`src/rtl/serial_adder_pkg.sv`:
```
// Shared types and defaults for the bit-serial adder.
// Latency: n/a (types and constants only).
// Backpressure: n/a.
package serial_adder_pkg;

  typedef enum logic [1:0] {
    IDLE = 2'd0,
    RUN  = 2'd1,
    DONE = 2'd2
  } state_t;

  localparam int DEFAULT_WIDTH = 8;

endpackage

```
`src/rtl/fa_v1.sv`:
```
// One-bit full-adder cell; the per-bit stage of the serial adder.
// Latency: purely combinational.
// Backpressure: none.
module fa_v1 (
  output logic sum,
  output logic c_out,
  input  logic a,
  input  logic b,
  input  logic c_in
);

  assign sum   = a ^ b ^ c_in;
  assign c_out = (a & b) | (c_in & (a ^ b));

endmodule

```
`src/rtl/serial_adder.sv`:
```
// Bit-serial WIDTH-bit adder, LSB first, one full-adder cell plus a carry flop.
// Latency: done pulses WIDTH cycles after the accepting start edge; period WIDTH+2.
// Backpressure: start is only sampled in IDLE; requests while busy/done are dropped.
module serial_adder
  import serial_adder_pkg::*;
#(
  parameter int WIDTH = DEFAULT_WIDTH
) (
  input  logic             clk,
  input  logic             reset_n,
  input  logic             start,
  input  logic [WIDTH-1:0] a,
  input  logic [WIDTH-1:0] b,
  input  logic             c_in,
  output logic             busy,
  output logic             done,
  output logic [WIDTH-1:0] sum,
  output logic             c_out
);

  localparam int CNT_W = (WIDTH > 1) ? $clog2(WIDTH) : 1;
  localparam logic [CNT_W-1:0] CNT_LAST = CNT_W'(WIDTH - 1);

  state_t           state_q, state_d;
  logic [WIDTH-1:0] a_sr_q, a_sr_d;
  logic [WIDTH-1:0] b_sr_q, b_sr_d;
  logic [WIDTH-1:0] res_sr_q, res_sr_d;
  logic             carry_q, carry_d;
  logic [CNT_W-1:0] cnt_q, cnt_d;
  logic [WIDTH-1:0] sum_q, sum_d;
  logic             c_out_q, c_out_d;

  logic fa_s;
  logic fa_co;

  // The single adder cell always looks at the current LSBs and the running carry.
  fa_v1 u_fa (
    .sum   (fa_s),
    .c_out (fa_co),
    .a     (a_sr_q[0]),
    .b     (b_sr_q[0]),
    .c_in  (carry_q)
  );

  // Next-state and datapath: load in IDLE, shift one bit per cycle in RUN, publish on the last bit.
  always_comb begin
    state_d  = state_q;
    a_sr_d   = a_sr_q;
    b_sr_d   = b_sr_q;
    res_sr_d = res_sr_q;
    carry_d  = carry_q;
    cnt_d    = cnt_q;
    sum_d    = sum_q;
    c_out_d  = c_out_q;

    case (state_q)
      IDLE: begin
        if (start) begin
          a_sr_d  = a;
          b_sr_d  = b;
          carry_d = c_in;
          cnt_d   = '0;
          state_d = RUN;
        end
      end
      RUN: begin
        a_sr_d   = a_sr_q >> 1;
        b_sr_d   = b_sr_q >> 1;
        res_sr_d = {fa_s, res_sr_q[WIDTH-1:1]};
        carry_d  = fa_co;
        cnt_d    = cnt_q + CNT_W'(1);
        // Exit is forced on the MSB, so the counter never has to wrap inside RUN.
        if (cnt_q == CNT_LAST) begin
          sum_d   = {fa_s, res_sr_q[WIDTH-1:1]};
          c_out_d = fa_co;
          state_d = DONE;
        end
      end
      DONE: begin
        state_d = IDLE;
      end
      default: begin
        state_d = IDLE;
      end
    endcase
  end

  // State and datapath registers; reset abandons any addition in flight.
  always_ff @(posedge clk or negedge reset_n) begin
    if (!reset_n) begin
      state_q  <= IDLE;
      a_sr_q   <= '0;
      b_sr_q   <= '0;
      res_sr_q <= '0;
      carry_q  <= 1'b0;
      cnt_q    <= '0;
      sum_q    <= '0;
      c_out_q  <= 1'b0;
    end else begin
      state_q  <= state_d;
      a_sr_q   <= a_sr_d;
      b_sr_q   <= b_sr_d;
      res_sr_q <= res_sr_d;
      carry_q  <= carry_d;
      cnt_q    <= cnt_d;
      sum_q    <= sum_d;
      c_out_q  <= c_out_d;
    end
  end

  // Status decodes straight from the state register; no input-to-output paths.
  assign busy  = (state_q == RUN);
  assign done  = (state_q == DONE);
  assign sum   = sum_q;
  assign c_out = c_out_q;

endmodule

```
`config.mk`:
```
export PLATFORM = sky130hd
export DESIGN_NAME = serial_adder
export DESIGN_NICKNAME = d
export VERILOG_FILES = /design/src/rtl/serial_adder_pkg.sv /design/src/rtl/fa_v1.sv /design/src/rtl/serial_adder.sv
export SDC_FILE = /design/constraint.sdc
export NUM_CORES = 1
export LEC_CHECK = 0
export ABC_AREA = 1
export BUFFER_PORTS_ARGS = -buffer_cell sky130_fd_sc_hd__buf_2
export CAP_MARGIN = 10
export CORE_MARGIN = 3
export CORE_UTILIZATION = 40
export DETAILED_ROUTE_END_ITERATION = 10
export PLACE_DENSITY = 0.64
export SLEW_MARGIN = 5
export SYNTH_ARGS = -nofsm -noshare
export SYNTH_HDL_FRONTEND = slang
export SYNTH_HIERARCHICAL = 1
export SYNTH_SLANG_ARGS = --single-unit
```
`constraint.sdc`:
```
create_clock -name clk -period 1.8 [get_ports clk]
set_clock_uncertainty 0.15 [all_clocks]
set_input_delay 0.18 -clock clk [delete_from_list [all_inputs] [get_ports clk]]
set_output_delay 0.18 -clock clk [all_outputs]
set_load 0.1 [all_outputs]
```
Word level (Yosys, flattened, before mapping)
Cells that the tools add are included.
{ "op_classes": {"addsub": 1, "n_eq_ne": 5, "muxes": 11, "bitwise": 5, "n_reduce_logical": 5} }
{ "op_table": {"columns": ["op", "count"], "rows": [
  ["$pmux 8 s2", 2],
  ["$mux 8", 2],
  ["$pmux 3 s2", 1],
  ["$reduce_and 2->1", 3],
  ["$mux 2", 2],
  ["$pmux 2 s2", 1],
  ["$add 3x1->3 const B", 1],
  ["$eq 3x3->1 const B", 1],
  ["$mux 3", 1],
  ["$and 1x1->1", 2],
  ["$eq 2x1->1 const B", 1],
  ["$eq 2x2->1 const B", 1],
  ["$logic_not 2->1", 1],
  ["$ne 2x1->1 const B", 1],
  ["$ne 2x2->1 const B", 1],
  ["$pmux 1 s2", 1],
  ["$reduce_bool 2->1", 1],
  ["$xor 1x1->1", 2],
  ["$mux 1", 1],
  ["$or 1x1->1", 1]
]} }
{ "totals": {"reg_bits": 39, "output_inout_bits": 11, "elab_cells": 35} }

Logic depth before layout (Yosys ltp)
Gate-level depths: netlist (run 1).
{ "logic_depth": {"word_depth": 4, "depth_mapped": 7, "ltp_nobuf": 6} }

Cells and area by module
The synthesis (run 1) kept the hierarchy.
{ "modules_own_cells": {"columns": ["mod", "instances", "cells_each", "area_per_inst_um2"], "rows": [
  ["serial_adder", 1, 221, 1826.8],
  ["fa_v1", 1, 1, 20.0]
]} }

Worst setup path before layout (run 1)
OpenSTA, ideal clock, no wires.
{ "synth_timing": {"path_type": "reg2out", "startpoint": "register state_q[1]", "endpoint": "output port done", "t_arrival_ns": 1.980, "required_time_ns": 1.470, "path_slack_ns": -0.510, "stages_incl_launch_ff": 5, "n_path_buf": 2, "path_cell_list": "dfrtp_1 > inv_2 > buf_6 > buf_2 > nor2_1"} }
{ "synth_via": {"elab_chain_cells": 1} }
{ "synth_rtl": {"columns": ["element", "line_no", "source"], "rows": [
  ["start, declared", "serial_adder.sv:24", "state_t state_q, state_d;"],
  ["start signal, assigned", "serial_adder.sv:100", "state_q <= state_d;"],
  ["$eq 2x2->1", "serial_adder.sv:113", "assign done = (state_q == DONE);"],
  ["end, declared", "serial_adder.sv:16", "output logic done,"]
]} }
No other way between the ends.

Final worst setup path (run 1)
Same ends and word-level chain as after synthesis.

==> run_results.csv, run 1 <==
group,metric,value,unit
synthesis,yosys-top-cells-area,"dfrtp_1 (51%), nand2_1 (15%), nand3_1 (8.4%)",
global_route,grt_use_met3,3.38,%
timing,finalHoldViolCount,0,
hold_path,min_from,"a[7]",
power,p_comb_share,51.6,%
detailed_routing,drt-pass1-iter-count,4,
timing,slew_headroom,67.9,%
detailed_routing,ant_nets,0,
worst_setup_path,slowest_delay,0.41,ns
run,drv_cap,0,
detailed_routing,drt_iter0_drc,85,
synthesis,syn-instance-count,222,
placement,place_area,2080,µm²
worst_setup_path,crit_arrival,1.26,ns
timing,final.setup.tns,0,ns
synthesis,synth_area,1850,µm²
layout,drive_above_1_share,23.6,%
clock_network,cts_resized,0,
worst_setup_path,worst-path-max-fanout,19,
power,seq_power_share,32.7,%
global_route,grt_busiest_layer,"met2",
clock_network,clock_path_buffers,2,
global_route,grt_use_met1,20.9,%
global_route,grt_pass1_vias,1342,
status,status,"completed",
global_route,antenna_found_initial,0,
power,swShare,48.1,%
power,peakVddDrop,1170,µV
power,leakage,1.24,nW
synthesis,ys_ff_latch,38,
worst_setup_path,worstSetupPathType,"reg2out",
hold_path,hold_class,"in2reg",
power,clkPwrFrac,15.7,%
worst_setup_path,crit_path_start_kind,"flop",
timing,whs,0.00348,ns
synthesis,synth_area_per_cell,8.32,µm²
synthesis,synth_warnings,6,
timing,fmax,0.630,GHz
worst_setup_path,path_cells,"inv_2 > buf_4 > nor2_4 > buf_12",
global_route,track_usage,14.5,%
synthesis,yosysTopAreaCell,"dfrtp_1",
placement,gp_congestion,0.756,
clock_network,clock-sinks,38,
floorplanning,core_area,4410,µm²
clock_network,clock_latency,0.28,ns
global_route,use_met2,21.4,%
clock_network,root_buffer,"clkbuf_8",
timing,finalSetupViolations,0,
timing,worstMarginPinSlew,0.482,ns
synthesis,synth-seq-area-share,51.5,%
floorplanning,io_pins,31,
floorplanning,die_height,73.9,µm
layout,layout_commonest_cell,"nand2_1",
timing,rsz0062_at_grt,"no",
layout,design_area,2200,µm²
layout,diodes,0,
placement,io_buffers,30,
clock_network,clkTransAtPathRegs,0.07,ns
detailed_routing,drt_wl_total,3500,µm
floorplanning,rows,24,
power,power.switching,2.17,mW
power,power-per-cell-area,2050,nW/µm²
layout,nNetsFinal,280,
floorplanning,initial_utilization,41.8,%
clock_network,cts_tree,"built",
worst_setup_path,slowest_stage,"dfrtp_1",
worst_setup_path,cp.required,1.47,ns
synthesis,syn-num-nets,245,
power,p_int,2.34,mW
detailed_routing,vias,1388,
detailed_routing,wl_per_cell,11.3,µm
synthesis,yosysTopAreaCellShare,51.5,%
layout,syn2layout_area_growth,19.0,%
clock_network,numCtsBuffers,5,
hold_path,min_path_cells,3,
global_route,grt_max_degree,39,
worst_setup_path,reg2reg_depth,6,
placement,post-dp-hpwl,2370,µm
power,p_total,4.52,mW
timing,final.min_clock_period,1.59,ns
layout,final_cell_mix,"nand2_1 (74), inv_1 (39), dfrtp_1 (38), nand3_1 (31), buf_2 (28)",
floorplanning,dieWidth,73.9,µm
global_route,grt_pass1_wl,6180,µm
detailed_routing,drc,0,
layout,fill_cells,430,
clock_network,h-tree-depth,2,
detailed_routing,avgViaCountPerCell,4.48,
worst_setup_path,startpoint,"state_q[1]",
timing,slew_violations,0,
worst_setup_path,rr_startpoint,"cnt_q[0]",
worst_setup_path,end_kind,"output pin",
clock_network,postCtsHoldBufs,1,
floorplanning,dieArea,5470,µm²
timing,post-route-period-util,88.2,%
clock_network,post-cts-setup-buffers,0,
global_route,grt-ovfl-total,0,
synthesis,ys_types,20,
## metrics by stage
stage / setup slack [ns] / utilization [%] / std cells
floorplan: 0.0374 / - / 222
global placement: 0.273 / 47.1 / 301
detailed placement: 0.257 / 47.1 / 301
CTS: 0.203 / 49.8 / 310
global route: 0.139 / 49.8 / 310
finish: 0.212 / 49.8 / 310
## final timing paths
path                             end  slack (ns)
min in group asynchronous     sum[0]        0.32
max in group asynchronous  a_sr_q[3]        0.85
setup / recovery                done        0.21
hold / removal             a_sr_q[7]       0.003
setup reg to reg              sum[0]        0.27
hold reg to reg               sum[2]        0.33
## metal layers
layer  part of all wire (%)  wire, µm
met1                     50      1750
met2                     44      1540
met3                    4.4       154
met4                    1.3        47
met5                      0         0
## worst max-delay path: cells and delay by family, from the launching register on
| family | cells | cell delay [ns] |
|---|---|---|
| buf+inv | 3 | 0.43 |
| flops | 1 | 0.41 |
| simple gates | 1 | 0.13 |
## flip-flops by register name, indices dropped and copies added, names as in the netlist
| name | cells |
|---|---|
| a_sr_q | 8 |
| b_sr_q | 8 |
| sum | 8 |
| res_sr_q | 7 |
| cnt_q | 3 |
| state_q | 2 |
| c_out | 1 |
| carry_q | 1 |
## power by group through the flow
stage / clock network, mW / logic, mW / registers [mW]
after floorplan: 0 / 1.32 / 2.06
after global placement: 0 / 2.32 / 1.48
after detailed placement: 0 / 2.34 / 1.49
after CTS: 0.727 / 2.36 / 1.48
after global routing: 0.764 / 2.59 / 1.52
final: 0.708 / 2.33 / 1.48
## cells in the mapped netlist
| cell type | number |
|---|---|
| o21ai_1 | 7 |
| buf_2 | 2 |
| dfrtp_1 | 38 |
| o21ai_4 | 1 |
| o21ai_2 | 7 |
| inv_1 | 39 |
| nand3_1 | 31 |
| fa_1 | 1 |
| nor2_4 | 1 |
| clkbuf_1 | 1 |
| inv_2 | 2 |
| nand2_2 | 2 |
| o21ai_0 | 3 |
| nand2_4 | 1 |
| nand2_1 | 74 |
| buf_6 | 5 |
| buf_4 | 2 |
| nor2_1 | 2 |
| a21oi_2 | 1 |
| ha_1 | 2 |
## area by class of cell
class / instances / area (µm²) / area share [%]
tap: 52 / 65.1 / 2.96
clock buffer: 5 / 68.8 / 3.13
inverter: 41 / 154 / 7.00
sequential: 38 / 951 / 43.3
timing repair buffer: 38 / 255 / 11.6
multi-input combinational: 133 / 664 / 30.2
clock inverter: 3 / 40.0 / 1.82
## cells by family (layout without fill, tap and decap cells)
group | count (synthesis) | in the layout | share of synthesized area [%]
AOI/OAI and AO/OA | 19 | 19 | 7.38
adders and majority gates | 3 | 3 | 2.44
DFF | 38 | 38 | 51.5
buffers and inverters | 51 | 87 | 12.9
and+or+nand+nor | 111 | 111 | 25.7
Note: power is estimated with default switching activity, not from simulation.
==> run 2, diff against run 1 <==
Settings changed: CAP_MARGIN 10 to default, CORE_UTILIZATION 40 to 55, PLACE_DENSITY 0.64 to 0.82.
Clock period 1.8 ns to 1.59 ns, I/O delays scaled along.
==> run 2 against run 1 <==
Compared with the run above:
- worst hold slack hardly changed
- sequential share of layout area is 4.5 points lower
- via count is 18% higher
- utilization is 29 points higher
- first-iteration DRC count is 87% higher
- sequential cell count stayed put
- cell count is 8.1% higher
- global-route usage is 6.9 points higher
- largest cell class unchanged
- highest routed layer unchanged
==> run_results.csv, run 2 (same netlist as run 1, synthesis figures left out) <==
group,metric,value,unit
clock_network,root_buffer,"clkbuf_4",
worst_setup_path,crit_path_start_kind,"flop",
worst_setup_path,r2r_end,"a_sr_q[3]",
floorplanning,io_pins,31,
run,drv_cap,0,
worst_setup_path,worst-path-max-fanout,6,
detailed_routing,vias,1640,
power,leakage,1.38,nW
layout,drive_above_1_share,27.1,%
clock_network,clock-sinks,38,
power,power-per-cell-area,2150,nW/µm²
floorplanning,die_height,63.9,µm
hold_path,min_from,"start",
floorplanning,core_area,3130,µm²
layout,syn2layout_area_growth,33.3,%
clock_network,clkTransAtPathRegs,0.11,ns
timing,final.min_clock_period,1.56,ns
floorplanning,dieArea,4090,µm²
power,seq_power_share,31.9,%
worst_setup_path,slowest_stage,"dfrtp_2",
worst_setup_path,r2r_slack,0.08,ns
worst_setup_path,worstSetupPathType,"reg2out",
worst_setup_path,reg2reg_depth,6,
global_route,grt_pass1_wl,6600,µm
detailed_routing,avgViaCountPerCell,4.90,
global_route,grt_pass1_vias,1484,
layout,design_area,2460,µm²
floorplanning,rows,20,
layout,fill_cells,186,
placement,io_buffers,30,
timing,whs,0.00328,ns
timing,finalSetupViolations,0,
timing,finalHoldViolCount,0,
worst_setup_path,crit_arrival,1.25,ns
floorplanning,initial_utilization,59.0,%
layout,final_cell_mix,"nand2_1 (73), inv_1 (39), dfrtp_1 (36), nand3_1 (31), buf_2 (28)",
worst_setup_path,cp.required,1.28,ns
power,p_comb_share,57.9,%
timing,post-route-period-util,97.9,%
layout,layout_commonest_cell,"nand2_1",
clock_network,cts_tree,"built",
timing,slew_headroom,67.5,%
detailed_routing,drt_wl_total,4390,µm
power,peakVddDrop,1330,µV
status,status,"completed",
global_route,track_usage,21.3,%
worst_setup_path,slowest_delay,0.46,ns
clock_network,clock_latency,0.37,ns
power,swShare,49.9,%
global_route,antenna_found_initial,0,
hold_path,hold_class,"in2reg",
detailed_routing,ant_nets,0,
detailed_routing,drt_iter0_drc,159,
layout,diodes,0,
power,p_int,2.66,mW
detailed_routing,wl_per_cell,13.1,µm
placement,gp_congestion,0.764,
placement,placedCellCount,294,
placement,post-dp-hpwl,2480,µm
power,power.switching,2.64,mW
timing,slew_violations,0,
power,p_total,5.30,mW
hold_path,whs_endpoint,"a_sr_q[7]",
placement,place_area,2090,µm²
clock_network,clock_path_buffers,2,
clock_network,h-tree-depth,2,
timing,fmax,0.642,GHz
worst_setup_path,path_cells,"buf_8 > nor2_4 > buf_12",
timing,worstMarginPinSlew,0.491,ns
layout,nNetsFinal,313,
global_route,grt-ovfl-total,0,
clock_network,numCtsBuffers,5,
global_route,grt_max_degree,21,
worst_setup_path,rr_startpoint,"state_q[1]",
detailed_routing,drc,0,
hold_path,min_path_cells,4,
detailed_routing,drt-pass1-iter-count,4,
floorplanning,dieWidth,63.9,µm
worst_setup_path,end_kind,"output pin",
layout,final_cells,335,
timing,rsz0062_at_grt,"yes",
power,clkPwrFrac,10.2,%
## run 2: layer usage
layer  vias to the layer above  GRT usage (%)  share of wire (%)
met5                         -              0                  0
met4                         0           11.6                3.2
met3                        16           5.98                4.8
met2                        51           33.7                 49
met1                       767           26.3                 43
li1                        806              -                  -
## run 2: stage by stage
step           utilization [%]  setup slack, ns  TNS, ns
2_1_floorplan                -           -0.173    -1.14
3_3_place_gp              66.8            0.126        0
3_5_place_dp              66.8           0.0637        0
4_1_cts                   74.5          -0.0181  -0.0181
5_1_grt                   78.7          -0.0247  -0.0275
6_report                  78.7           0.0335        0
## run 2: timing repair
action	4_1_cts	5_1_grt
resized for setup	2	5
pin swaps	0	3
endpoints found under the setup margin	2	24
buffers inserted	0	16
hold buffers	18	0
hold endpoints to repair	55	0
## run 2: worst max path at each step
stage                from     end  cells after the start
3_3_place_gp     cnt_q[0]  sum[6]                      6
5_1_grt        state_q[0]    busy                      3
3_5_place_dp     cnt_q[0]  sum[6]                      6
4_1_cts        state_q[0]    busy                      3
2_1_floorplan  state_q[0]  sum[5]                      7
6_report       state_q[0]    done                      3
## run 2: power groups by stage
| stage | Clock (mW) | Sequential, mW | Combinational [mW] |
|---|---|---|---|
| after floorplan | 0 | 2.33 | 1.49 |
| after global placement | 0 | 1.67 | 2.63 |
| after detailed placement | 0 | 1.69 | 2.69 |
| after CTS | 0.540 | 1.67 | 2.75 |
| after global routing | 0.594 | 1.73 | 3.33 |
| final | 0.540 | 1.69 | 3.07 |
## run 2: area by class of cell
cell class,instances,area (µm²),share of cell area [%]
multi-input cells,133,672,27.3
repair buffers,71,566,23.0
inverters,41,156,6.35
clock buffers,7,55.1,2.24
clock inverters,1,5.00,0.203
flip-flops and latches,38,953,38.7
well taps,44,55.1,2.24
## run 2: critical path: cells and delay by family (launching register included)
kind          cells  cell delay [ns]
simple gates      1             0.10
buf+inv           2             0.33
flops             1             0.46
